`src/rtl/scoreboard_pkg.sv`:
```
// rtl/scoreboard_pkg.sv - shared sizes, opcode classes and entry layout for the issue scoreboard
package scoreboard_pkg;

    localparam int SB_SIZE     = 8;
    localparam int SB_SIZE_WID = $clog2(SB_SIZE);
    localparam int CNT_WID     = $clog2(SB_SIZE + 1);
    localparam int ALU_MAX     = 6;
    localparam int LS_MAX      = 4;
    localparam int NREG        = 32;
    localparam int REG_WID     = $clog2(NREG);
    localparam int OPT_WID     = 3;
    localparam int FUNCT3_WID  = 3;
    localparam int XLEN        = 32;

    typedef enum logic [OPT_WID-1:0] {
        OPT_ALU_R  = 3'd0,
        OPT_ALU_I  = 3'd1,
        OPT_LUI    = 3'd2,
        OPT_BRANCH = 3'd3,
        OPT_LOAD   = 3'd4,
        OPT_STORE  = 3'd5
    } opt_e;

    typedef struct packed {
        logic [OPT_WID-1:0]    opt;
        logic [FUNCT3_WID-1:0] funct;
        logic [REG_WID-1:0]    rs1;
        logic [REG_WID-1:0]    rs2;
        logic [REG_WID-1:0]    rd;
        logic [XLEN-1:0]       imm;
    } sb_entry_t;

    function automatic logic is_ls(input logic [OPT_WID-1:0] opt);
        return (opt == OPT_LOAD) || (opt == OPT_STORE);
    endfunction

    function automatic logic has_rd(input logic [OPT_WID-1:0] opt);
        return (opt == OPT_ALU_R) || (opt == OPT_ALU_I) || (opt == OPT_LUI) || (opt == OPT_LOAD);
    endfunction

    function automatic logic uses_rs1(input logic [OPT_WID-1:0] opt);
        return opt != OPT_LUI;
    endfunction

    function automatic logic uses_rs2(input logic [OPT_WID-1:0] opt);
        return (opt == OPT_ALU_R) || (opt == OPT_BRANCH) || (opt == OPT_STORE);
    endfunction

endpackage

```
`src/rtl/sb_reg_status.sv`:
```
// rtl/sb_reg_status.sv - per-register pending-write table with write-back bypassed busy lookups
module sb_reg_status
    import scoreboard_pkg::*;
(
    input  logic                   clk,
    input  logic                   rst,
    input  logic                   set_en,
    input  logic [REG_WID-1:0]     set_idx,
    input  logic [SB_SIZE_WID-1:0] set_pos,
    input  logic                   clr_en,
    input  logic [REG_WID-1:0]     clr_idx,
    input  logic [SB_SIZE_WID-1:0] clr_pos,
    input  logic [REG_WID-1:0]     rs1_idx,
    input  logic [REG_WID-1:0]     rs2_idx,
    input  logic [REG_WID-1:0]     rd_idx,
    output logic                   rs1_busy,
    output logic                   rs2_busy,
    output logic                   rd_busy
);

    logic [NREG-1:0]        busy_q, busy_d, busy_eff;
    logic [SB_SIZE_WID-1:0] pos_q [NREG];
    logic [SB_SIZE_WID-1:0] pos_d [NREG];

    // A same-cycle issue to the register being written back keeps it busy.
    always_comb begin
        busy_d = busy_q;
        pos_d  = pos_q;
        if (clr_en) busy_d[clr_idx] = 1'b0;
        if (set_en) begin
            busy_d[set_idx] = 1'b1;
            pos_d[set_idx]  = set_pos;
        end
    end

    always_comb begin
        busy_eff = busy_q;
        if (clr_en) busy_eff[clr_idx] = 1'b0;
        rs1_busy = busy_eff[rs1_idx];
        rs2_busy = busy_eff[rs2_idx];
        rd_busy  = busy_eff[rd_idx];
    end

    always_ff @(posedge clk) begin
        if (!rst) begin
            busy_q <= '0;
            for (int i = 0; i < NREG; i++) pos_q[i] <= '0;
        end else begin
            busy_q <= busy_d;
            pos_q  <= pos_d;
        end
    end

    always_ff @(posedge clk) begin
        if (rst && clr_en && busy_q[clr_idx])
            assert (clr_pos == pos_q[clr_idx]) else $error("write-back tag does not match pending writer");
    end

endmodule

```
`src/rtl/scoreboard.sv`:
```
// rtl/scoreboard.sv - in-order issue queue with RAW/WAW hazard check between i_buffer and ALU/LS
module scoreboard
    import scoreboard_pkg::*;
(
    input  logic                   clk,
    input  logic                   rst,
    output logic                   ib_vacant_ALU,
    output logic                   ib_vacant_LS,
    input  logic                   ib_valid,
    input  logic [OPT_WID-1:0]     ib_opt,
    input  logic [FUNCT3_WID-1:0]  ib_funct,
    input  logic [REG_WID-1:0]     ib_rs1,
    input  logic [REG_WID-1:0]     ib_rs2,
    input  logic [REG_WID-1:0]     ib_rd,
    input  logic [XLEN-1:0]        ib_imm,
    input  logic                   alu_ready,
    input  logic                   ls_ready,
    output logic                   alu_valid,
    output logic                   ls_valid,
    output logic [OPT_WID-1:0]     iss_opt,
    output logic [FUNCT3_WID-1:0]  iss_funct,
    output logic [REG_WID-1:0]     iss_rs1,
    output logic [REG_WID-1:0]     iss_rs2,
    output logic [REG_WID-1:0]     iss_rd,
    output logic [XLEN-1:0]        iss_imm,
    output logic [SB_SIZE_WID-1:0] iss_pos,
    input  logic                   wb_valid,
    input  logic [SB_SIZE_WID-1:0] wb_pos,
    input  logic [REG_WID-1:0]     wb_rd
);

    sb_entry_t              entry_q [SB_SIZE];
    sb_entry_t              entry_d [SB_SIZE];
    logic [SB_SIZE_WID-1:0] head_q, head_d, tail_q, tail_d;
    logic [CNT_WID-1:0]     count_q, count_d, alu_cnt_q, alu_cnt_d, ls_cnt_q, ls_cnt_d;

    sb_entry_t head_e;
    logic      head_ls, in_ls, raw, waw, can_issue, fire, accept;
    logic      rs1_busy, rs2_busy, rd_busy;

    sb_reg_status u_reg_status (
        .clk      (clk),
        .rst      (rst),
        .set_en   (fire && has_rd(head_e.opt)),
        .set_idx  (head_e.rd),
        .set_pos  (head_q),
        .clr_en   (wb_valid),
        .clr_idx  (wb_rd),
        .clr_pos  (wb_pos),
        .rs1_idx  (head_e.rs1),
        .rs2_idx  (head_e.rs2),
        .rd_idx   (head_e.rd),
        .rs1_busy (rs1_busy),
        .rs2_busy (rs2_busy),
        .rd_busy  (rd_busy)
    );

    // Vacancy looks only at registered state so an issue never frees a slot early.
    always_comb begin
        head_e        = entry_q[head_q];
        head_ls       = is_ls(head_e.opt);
        in_ls         = is_ls(ib_opt);
        ib_vacant_ALU = (count_q < CNT_WID'(SB_SIZE)) && (alu_cnt_q < CNT_WID'(ALU_MAX));
        ib_vacant_LS  = (count_q < CNT_WID'(SB_SIZE)) && (ls_cnt_q < CNT_WID'(LS_MAX));
        accept        = ib_valid && (in_ls ? ib_vacant_LS : ib_vacant_ALU);
        raw           = (uses_rs1(head_e.opt) && rs1_busy) || (uses_rs2(head_e.opt) && rs2_busy);
        waw           = has_rd(head_e.opt) && rd_busy;
        can_issue     = (count_q != '0) && !raw && !waw;
        alu_valid     = can_issue && !head_ls;
        ls_valid      = can_issue && head_ls;
        fire          = (alu_valid && alu_ready) || (ls_valid && ls_ready);
        iss_pos       = head_q;
        iss_opt       = '0;
        iss_funct     = '0;
        iss_rs1       = '0;
        iss_rs2       = '0;
        iss_rd        = '0;
        iss_imm       = '0;
        if (count_q != '0) begin
            iss_opt   = head_e.opt;
            iss_funct = head_e.funct;
            iss_rs1   = head_e.rs1;
            iss_rs2   = head_e.rs2;
            iss_rd    = head_e.rd;
            iss_imm   = head_e.imm;
        end
    end

    always_comb begin
        entry_d = entry_q;
        tail_d  = tail_q;
        head_d  = head_q;
        if (accept) begin
            entry_d[tail_q] = {ib_opt, ib_funct, ib_rs1, ib_rs2, ib_rd, ib_imm};
            tail_d          = tail_q + SB_SIZE_WID'(1);
        end
        if (fire) head_d = head_q + SB_SIZE_WID'(1);
        count_d   = count_q + CNT_WID'(accept) - CNT_WID'(fire);
        alu_cnt_d = alu_cnt_q + CNT_WID'(accept && !in_ls) - CNT_WID'(fire && !head_ls);
        ls_cnt_d  = ls_cnt_q + CNT_WID'(accept && in_ls) - CNT_WID'(fire && head_ls);
    end

    always_ff @(posedge clk) begin
        if (!rst) begin
            head_q    <= '0;
            tail_q    <= '0;
            count_q   <= '0;
            alu_cnt_q <= '0;
            ls_cnt_q  <= '0;
        end else begin
            head_q    <= head_d;
            tail_q    <= tail_d;
            count_q   <= count_d;
            alu_cnt_q <= alu_cnt_d;
            ls_cnt_q  <= ls_cnt_d;
        end
    end

    // Entry storage needs no reset: the issue bus is gated by count.
    always_ff @(posedge clk) begin
        entry_q <= entry_d;
    end

endmodule

```
`config.mk`:
```
export PLATFORM = sky130hd
export DESIGN_NAME = scoreboard
export DESIGN_NICKNAME = d
export VERILOG_FILES = /design/src/rtl/scoreboard_pkg.sv /design/src/rtl/sb_reg_status.sv /design/src/rtl/scoreboard.sv
export SDC_FILE = /design/constraint.sdc
export NUM_CORES = 1
export LEC_CHECK = 0
export BUFFER_PORTS_ARGS = -buffer_cell sky130_fd_sc_hd__buf_4
export CAP_MARGIN = 40
export CORE_UTILIZATION = 40
export CTS_CLUSTER_DIAMETER = 60
export CTS_CLUSTER_SIZE = 30
export DETAILED_ROUTE_END_ITERATION = 7
export PLACE_DENSITY = 0.62
export SETUP_SLACK_MARGIN = 0.4
export SLEW_MARGIN = 0
export SYNTH_ARGS = -nofsm -noshare
export SYNTH_HDL_FRONTEND = slang
export SYNTH_SLANG_ARGS = --single-unit
```
`constraint.sdc`:
```
create_clock -name clk -period 13.9 [get_ports clk]
set_clock_uncertainty 0.15 [all_clocks]
set_input_delay 2.78 -clock clk [delete_from_list [all_inputs] [get_ports clk]]
set_output_delay 2.78 -clock clk [all_outputs]
set_load 0.01 [all_outputs]
```
==> reports/metrics.cfg, run 1 <==
[critical_path]
start_kind = primary input
crit_type = primary input to output pin
crit_top_cell = buf_4
required_ns = 10.97
slowest_stage = or4b_2
cp_top_family = compound AO/OA/AOI/OAI gates
cp_slowest_stage_delay_ns = 0.75
crit_fanout = 8
crit_chain = buf_4, or4b_2, o21ai_0, mux2i_1, o22ai_1, o211ai_1, o311a_1, a31o_2, or3_1, a21oi_1, buf_4
worst-path-buf-inv = 2
crit_path_end_kind = output pin
worstPathArrival_ns = 5.72

[global_route]
track_usage = 0.175
grt_overflow_total = 0
antenna_found_initial = 1
grt_pass1_wl_mm = 65.8
grt_pass1_vias = 10900
grt_max_degree = 54

[final_layout]
mostFrequentLayoutCells = edfxtp_1 (424), buf_4 (144), mux2i_1 (101), mux4_2 (100), nor2_1 (69)
register_area_um2 = 13700
nets = 1357
multi_input_area_um2 = 5770
nFillCells = 4251
drive_above_1_share = 0.271
area_growth_syn_to_layout_pct = 15.2
final_common_cell = edfxtp_1

[sta]
min_period_ns = 8.65
tightestPinTransition_ns = 0.913
max_freq_mhz = 116
rsz0062_at_grt = no
slew_viol_final = 0
period_share = 0.622
relSlewSlack = 0.374
setup_violations = 0
worst_hold_slack_ns = 0.410
finalHoldViolations = 0
fin_tns_setup_ns = 0

[detailed_routing]
avgViaCountPerCell = 5.40
dr.first_iter.drc_count = 746
first_pass_iters = 5
drc = 0
wirelength_mm = 43.4
ant_nets = 0
wl_per_cell_um = 22.1
vias = 10600

[placement]
port_buffers = 123
dp_hpwl_mm = 26.2
routabilityCongestion = 0.928

[power_and_ir_drop]
powerDensity_nw_per_um2 = 168
p_clk_frac = 0.270
leakagePower_nw = 7.71
power.switching_mw = 1.19
pwr-share-seq = 0.431
combPwrFrac = 0.299
p_int_mw = 2.67
switching_share = 0.309
peakVddDrop_uv = 114

[yosys]
syn_area_um2 = 20000
ys.warnings.count = 0
synth_seq_cells = 474
ys_dominant_reg_cell = edfxtp_1
async_flop_share = 0
syn_avg_cell_area_um2 = 17.5
syn_nets = 1229
syn_inst = 1142
yosysSeqAreaShare = 0.687
yosys.cell_types.count = 71
synth_edf_count = 424

[clocking]
cts_max_level = 2
post_cts_resized = 0
clock_path_buffers = 3
path_clk_slew_ns = 0.05
insertion_delay_ns = 0.57
cts_made_buffers = 34
cts_tree = done
cts_hold_buf = 0
clock-root-buffer = clkbuf_16
cts_sinks = 474
post_cts_buffers = 0

[die]
core_um2 = 49200
die_w_um = 226
start_util = 0.407
die_area_um2 = 50900
die_h_um = 226
io_pins = 127
row_count = 81

[run]
drv_cap = 0

[hold_path]
hold_path.class = flip-flop to flip-flop

[run_status]
status = complete, no violations

## per-layer routing
metal  track usage  wire length, um  part of all wire
met5             0                9           0.00021
met4        0.0520              844             0.019
met3        0.0356             2590             0.060
met2         0.288            21000              0.48
met1         0.233            18900              0.44
## worst register-to-register path, delay by kind of cell, from the launching register on
family	cells	cell delay (ns)
flops	1	0.75
buf+inv	4	1.10
fa+ha+maj	3	0.80
mux	2	0.81
compound gates	2	0.40
xor+xnor	1	0.13
simple gates	6	1.56
## power groups by stage
stage	Sequential (mW)	Clock, mW	Combinational [mW]
finish	1.67	1.04	1.15
global route	1.68	1.12	1.26
CTS	1.67	1.07	1.17
detailed placement	1.70	0	1.17
global placement	1.70	0	1.13
floorplan	1.68	0	0.794
## cell type report
cell class | count | area share
clock inverter | 21 | 0.00989
antenna | 1 | 0.000109
timing repair buffer | 154 | 0.0576
inverter | 50 | 0.00815
multi-input combinational | 556 | 0.251
sequential | 474 | 0.597
clock buffer | 40 | 0.0408
tap | 664 | 0.0361
## kinds of logic after synthesis
| family | after synthesis | share of synthesized area |
|---|---|---|
| DFF | 474 | 0.687 |
| muxes | 215 | 0.175 |
| and+or+nand+nor | 187 | 0.0479 |
| AOI/OAI and AO/OA | 126 | 0.0461 |
| buffers and inverters | 112 | 0.0267 |
| adders and majority gates | 21 | 0.0142 |
| xor gates and xnor gates | 7 | 0.00307 |
## worst paths after layout
kind / start / end / slack [ns] / cells past startpoint
setup reg to reg: iss_pos[0]$_SDFFE_PN0N_ / ls_cnt_q[2]$_SDFF_PN0_ / 8.11 / 18
hold reg to reg: ls_cnt_q[0]$_SDFF_PN0_ / ls_cnt_q[0]$_SDFF_PN0_ / 0.41 / 2
setup / recovery: wb_rd[1] / alu_valid / 5.25 / 11
hold / removal: ls_cnt_q[0]$_SDFF_PN0_ / ls_cnt_q[0]$_SDFF_PN0_ / 0.41 / 2
## synthesized netlist by cell type, drive strengths merged, types with 2 or more instances
master / instances / share of area
a21oi: 10 / 0.0027
dfxtp: 50 / 0.050
inv: 50 / 0.0094
a22o: 5 / 0.0022
nor3: 17 / 0.0043
o21ai: 38 / 0.0095
nor2b: 13 / 0.0041
edfxtp: 424 / 0.64
nor2: 72 / 0.014
ha: 17 / 0.011
clkbuf: 27 / 0.0051
a211oi: 3 / 0.0011
nand2: 29 / 0.0054
nand4bb: 3 / 0.0017
nand4: 2 / 0.00063
mux4: 102 / 0.12
or2: 6 / 0.0019
and2: 15 / 0.0047
a21o: 3 / 0.0011
a2bb2oi: 2 / 0.00088
o211ai: 3 / 0.0011
nand4b: 3 / 0.0013
fa: 3 / 0.0030
xor2: 4 / 0.0018
mux2: 8 / 0.0047
mux2i: 105 / 0.055
buf: 35 / 0.012
nor3b: 5 / 0.0019
or3: 3 / 0.0012
o2111ai: 2 / 0.0012
a21boi: 3 / 0.0011
and3: 2 / 0.00063
a32o: 32 / 0.016
xnor2: 3 / 0.0013
nand3: 3 / 0.00075
nor4: 3 / 0.0020
o21a: 2 / 0.00075
o22ai: 13 / 0.0041
nand2b: 7 / 0.0022
## state kept, by name (all words and copies together) (netlist names)
register and cells:
ls_cnt_q 4, count_q 4, tail_q 3, alu_cnt_q 4, iss_pos 3, entry_q 424
u_reg_status.busy_q 32
## stage by stage
stage / utilization / setup WS [ns] / area [um^2] / power [mW] / cells
5_1_grt: 0.469 / 5.14 / 23000 / 4.05 / 1959
2_1_floorplan: - / 5.75 / 20000 / 2.47 / 1142
3_3_place_gp: 0.440 / 5.32 / 21600 / 2.84 / 1888
4_1_cts: 0.469 / 5.31 / 23000 / 3.91 / 1959
3_5_place_dp: 0.445 / 5.30 / 21900 / 2.87 / 1898
6_report: 0.469 / 5.25 / 23000 / 3.86 / 1960
Power figures use the tool's default switching activity.
==> inputs of run 2 (changes only) <==
--- a/config.mk
+++ b/config.mk
@@ -5,13 +5,14 @@
 export SDC_FILE = /design/constraint.sdc
 export NUM_CORES = 1
 export LEC_CHECK = 0
+export ABC_AREA = 1
 export BUFFER_PORTS_ARGS = -buffer_cell sky130_fd_sc_hd__buf_4
 export CAP_MARGIN = 40
 export CORE_UTILIZATION = 40
 export CTS_CLUSTER_DIAMETER = 60
 export CTS_CLUSTER_SIZE = 30
 export DETAILED_ROUTE_END_ITERATION = 7
-export PLACE_DENSITY = 0.62
+export PLACE_DENSITY = 0.65
 export SETUP_SLACK_MARGIN = 0.4
 export SLEW_MARGIN = 0
 export SYNTH_ARGS = -nofsm -noshare
==> constraint.sdc (replaced) <==
create_clock -name clk -period 7.6 [get_ports clk]
set_clock_uncertainty 0.15 [all_clocks]
set_input_delay 1.52 -clock clk [delete_from_list [all_inputs] [get_ports clk]]
set_output_delay 1.52 -clock clk [all_outputs]
set_load 0.01 [all_outputs]
==> reports/metrics.cfg, run 2 <==
[run_status]
status = complete, no violations  ; unchanged

[yosys]
yosysTopAreaCellShare = 0.621  ; was 0.637
synth_edf_count = 424  ; unchanged
async_flop_share = 0  ; unchanged
yosysSeqAreaShare = 0.670  ; was 0.687
syn_inst = 1884  ; was 1142
synth.top_cells.by_count = edfxtp_1 (424), nor2_1 (371), o21ai_0 (258)  ; was edfxtp_1 (424), mux2i_1 (101), mux4_2 (100)
syn_nets = 1971  ; was 1229
yosys.cell_count.top_type = edfxtp_1  ; unchanged
ys.warnings.count = 0  ; unchanged
yosys.cell_types.count = 40  ; was 71
synth_top_area_cell = edfxtp_1  ; unchanged
synthTopCellsByArea = edfxtp_1 (62%), nor2_1 (6.8%), o21ai_0 (6.3%)  ; was edfxtp_1 (64%), mux4_2 (11%), mux2i_1 (5.1%)
synth_seq_cells = 474  ; unchanged
syn_avg_cell_area_um2 = 10.9  ; was 17.5 um^2
ys_dominant_reg_cell = edfxtp_1  ; unchanged
syn_area_um2 = 20500  ; was 20000 um^2

[final_layout]
fin_util = 0.464  ; was 0.469
largest_reg_flops = 424  ; unchanged
register_area_um2 = 13700  ; about the same
mostFrequentLayoutCells = edfxtp_1 (424), nor2_1 (363), o21ai_0 (258), nand2_1 (202), buf_4 (144)  ; was edfxtp_1 (424), buf_4 (144), mux2i_1 (101), mux4_2 (100), nor2_1 (69)
fin_area_um2 = 23400  ; was 23000 um^2
regMostFlops = entry_q  ; unchanged
top_regs = entry_q x424, u_reg_status.busy_q x32  ; unchanged
final_common_cell = edfxtp_1  ; unchanged
stdcell_count = 2660  ; was 1960
nFillCells = 4519  ; was 4251
drive_above_1_share = 0.135  ; was 0.271
area_growth_syn_to_layout_pct = 13.9  ; was 15.2%
diodes = 0  ; was 1
multi_input_area_um2 = 5860  ; was 5770 um^2
nets = 2051  ; was 1357

[placement]
dp_hpwl_mm = 30.3  ; was 26.2 mm
port_buffers = 123  ; unchanged
dpl_cell_area_um2 = 22100  ; was 21900 um^2
dp_slack_ns = 1.95  ; was 5.30 ns
place_inst = 2600  ; was 1898
routabilityCongestion = 0.956  ; was 0.928

[clocking]
clock_path_buffers = 3  ; unchanged
cts_sinks = 474  ; unchanged
clock-root-buffer = clkbuf_16  ; unchanged
cts_made_buffers = 34  ; unchanged
path_clk_slew_ns = 0.09  ; was 0.05 ns
insertion_delay_ns = 0.58  ; was 0.57 ns
post_cts_buffers = 0  ; unchanged
cts_max_level = 2  ; unchanged
cts_tree = done  ; unchanged
cts_hold_buf = 0  ; unchanged
post_cts_resized = 0  ; unchanged

[sta]
fin_tns_setup_ns = 0  ; unchanged
finalHoldViolations = 0  ; unchanged
tightestPinTransition_ns = 0.865  ; was 0.913 ns
min_period_ns = 6.19
slew_viol_final = 0  ; unchanged
setup_violations = 0  ; unchanged
setup_ws_ns = 1.41  ; was 5.25 ns
max_freq_mhz = 162
rsz0062_at_grt = no  ; unchanged
relSlewSlack = 0.417  ; was 0.374
period_share = 0.814

[critical_path]
crit_fanout = 42  ; was 8
crit_type = flip-flop to output pin  ; was primary input to output pin
worstPathArrival_ns = 4.52  ; was 5.72 ns
slowest_stage = clkinv_2  ; was or4b_2
start_kind = flip-flop  ; was primary input
required_ns = 5.93  ; was 10.97 ns
crit_path_end_kind = output pin  ; unchanged
cp_top_family = buffers and inverters  ; was compound AO/OA/AOI/OAI gates
crit_top_cell = nand2_1  ; was buf_4
worst-path-buf-inv = 4  ; was 2
cp_slowest_stage_delay_ns = 0.60  ; was 0.75 ns
crit_chain = clkinv_2, buf_4, o21ai_0, o22ai_1, mux2i_1, nand2_1, nand2_2, buf_4, nand2_1, nor2_1, nand3_1, nand2_1, nor2_2, nand2_1, nor2_1, buf_4  ; was buf_4, or4b_2, o21ai_0, mux2i_1, o22ai_1, o211ai_1, o311a_1, a31o_2, or3_1, a21oi_1, buf_4

[power_and_ir_drop]
leakagePower_nw = 8.37  ; was 7.71 nW
peakVddDrop_uv = 229  ; was 114 uV
powerDensity_nw_per_um2 = 357  ; was 168 nW/um^2

[detailed_routing]
ant_nets = 0  ; unchanged
wl_per_cell_um = 19.2  ; was 22.1 um
dr.first_iter.drc_count = 1210  ; was 746
vias = 14200  ; was 10600
wirelength_mm = 51.1  ; was 43.4 mm
avgViaCountPerCell = 5.35  ; was 5.40
drc = 0  ; unchanged
first_pass_iters = 5  ; unchanged

[die]
die_w_um = 228  ; was 226 um
core_um2 = 50400  ; was 49200 um^2
start_util = 0.407  ; about the same
io_pins = 127  ; unchanged
row_count = 82  ; was 81
die_h_um = 228  ; was 226 um
die_area_um2 = 52200  ; was 50900 um^2

[global_route]
grt_max_degree = 169  ; was 54
grt_pass1_wl_mm = 79.3  ; was 65.8 mm
track_usage = 0.195  ; was 0.175
antenna_found_initial = 1  ; unchanged
grt_pass1_vias = 13800  ; was 10900
grt_overflow_total = 0  ; unchanged

[hold_path]
hold_path.class = flip-flop to flip-flop  ; unchanged

[run]
drv_cap = 0  ; unchanged

==> run 2: kinds of logic after synthesis <==
logic type,synth area share
AO/OA/AOI/OAI,0.115
XOR/XNOR,0.00128
adder cells (fa/ha/maj),0.0133
buffers and inverters,0.0476
flip-flops,0.670
multiplexers,0.000488
AND/OR/NAND/NOR,0.153
==> run 2: path summary, 6_finish.rpt <==
| kind | from | end | slack, ns | depth (start not counted) |
|---|---|---|---|---|
| hold reg to reg | tail_q[2]$_SDFFE_PN0P_ | tail_q[2]$_SDFFE_PN0P_ | 0.39 | 2 |
| setup reg to reg | iss_pos[1]$_SDFFE_PN0N_ | count_q[2]$_SDFF_PN0_ | 2.34 | 21 |
| setup / recovery | iss_pos[1]$_SDFFE_PN0N_ | alu_valid | 1.41 | 16 |
| hold / removal | tail_q[2]$_SDFFE_PN0P_ | tail_q[2]$_SDFFE_PN0P_ | 0.39 | 2 |
==> run 2: tightest hold or removal path: cells and delay by family (launching register included) <==
| family | cells | cell delay (ns) |
|---|---|---|
| buffers and inverters | 1 | 0.10 |
| AO/OA/AOI/OAI | 1 | 0.06 |
| flip-flops | 1 | 0.34 |
==> run 2: report_power, final <==
group,switching [mW],internal [mW]
clock network,1.04,0.966
registers,0.0818,3.01
logic,2.19,1.05
total,3.31,5.03
==> run 2: cell type report <==
cell class              count  share of cell area
clock inverters            25              0.0162
repair buffers            152              0.0541
flip-flops and latches    474               0.588
multi-input cells        1197               0.251
inverters                 105              0.0172
clock buffers              35              0.0375
well taps                 672              0.0360
==> run 2: through the flow <==
stage               power (mW)  hold WS [ns]
finish                    8.34         0.387
global route              8.85         0.429
CTS                       8.39         0.388
detailed placement        6.39         0.377
global placement          6.31         0.365
floorplan                 5.27         0.336
==> run 2: routing by layer <==
| metal | up-vias | share of wire | global-route usage |
|---|---|---|---|
| li1 | 6785 | - | - |
| met1 | 6903 | 0.43 | 0.256 |
| met2 | 472 | 0.48 | 0.326 |
| met3 | 79 | 0.066 | 0.0404 |
| met4 | 2 | 0.025 | 0.0570 |
| met5 | - | 0.00025 | 0 |
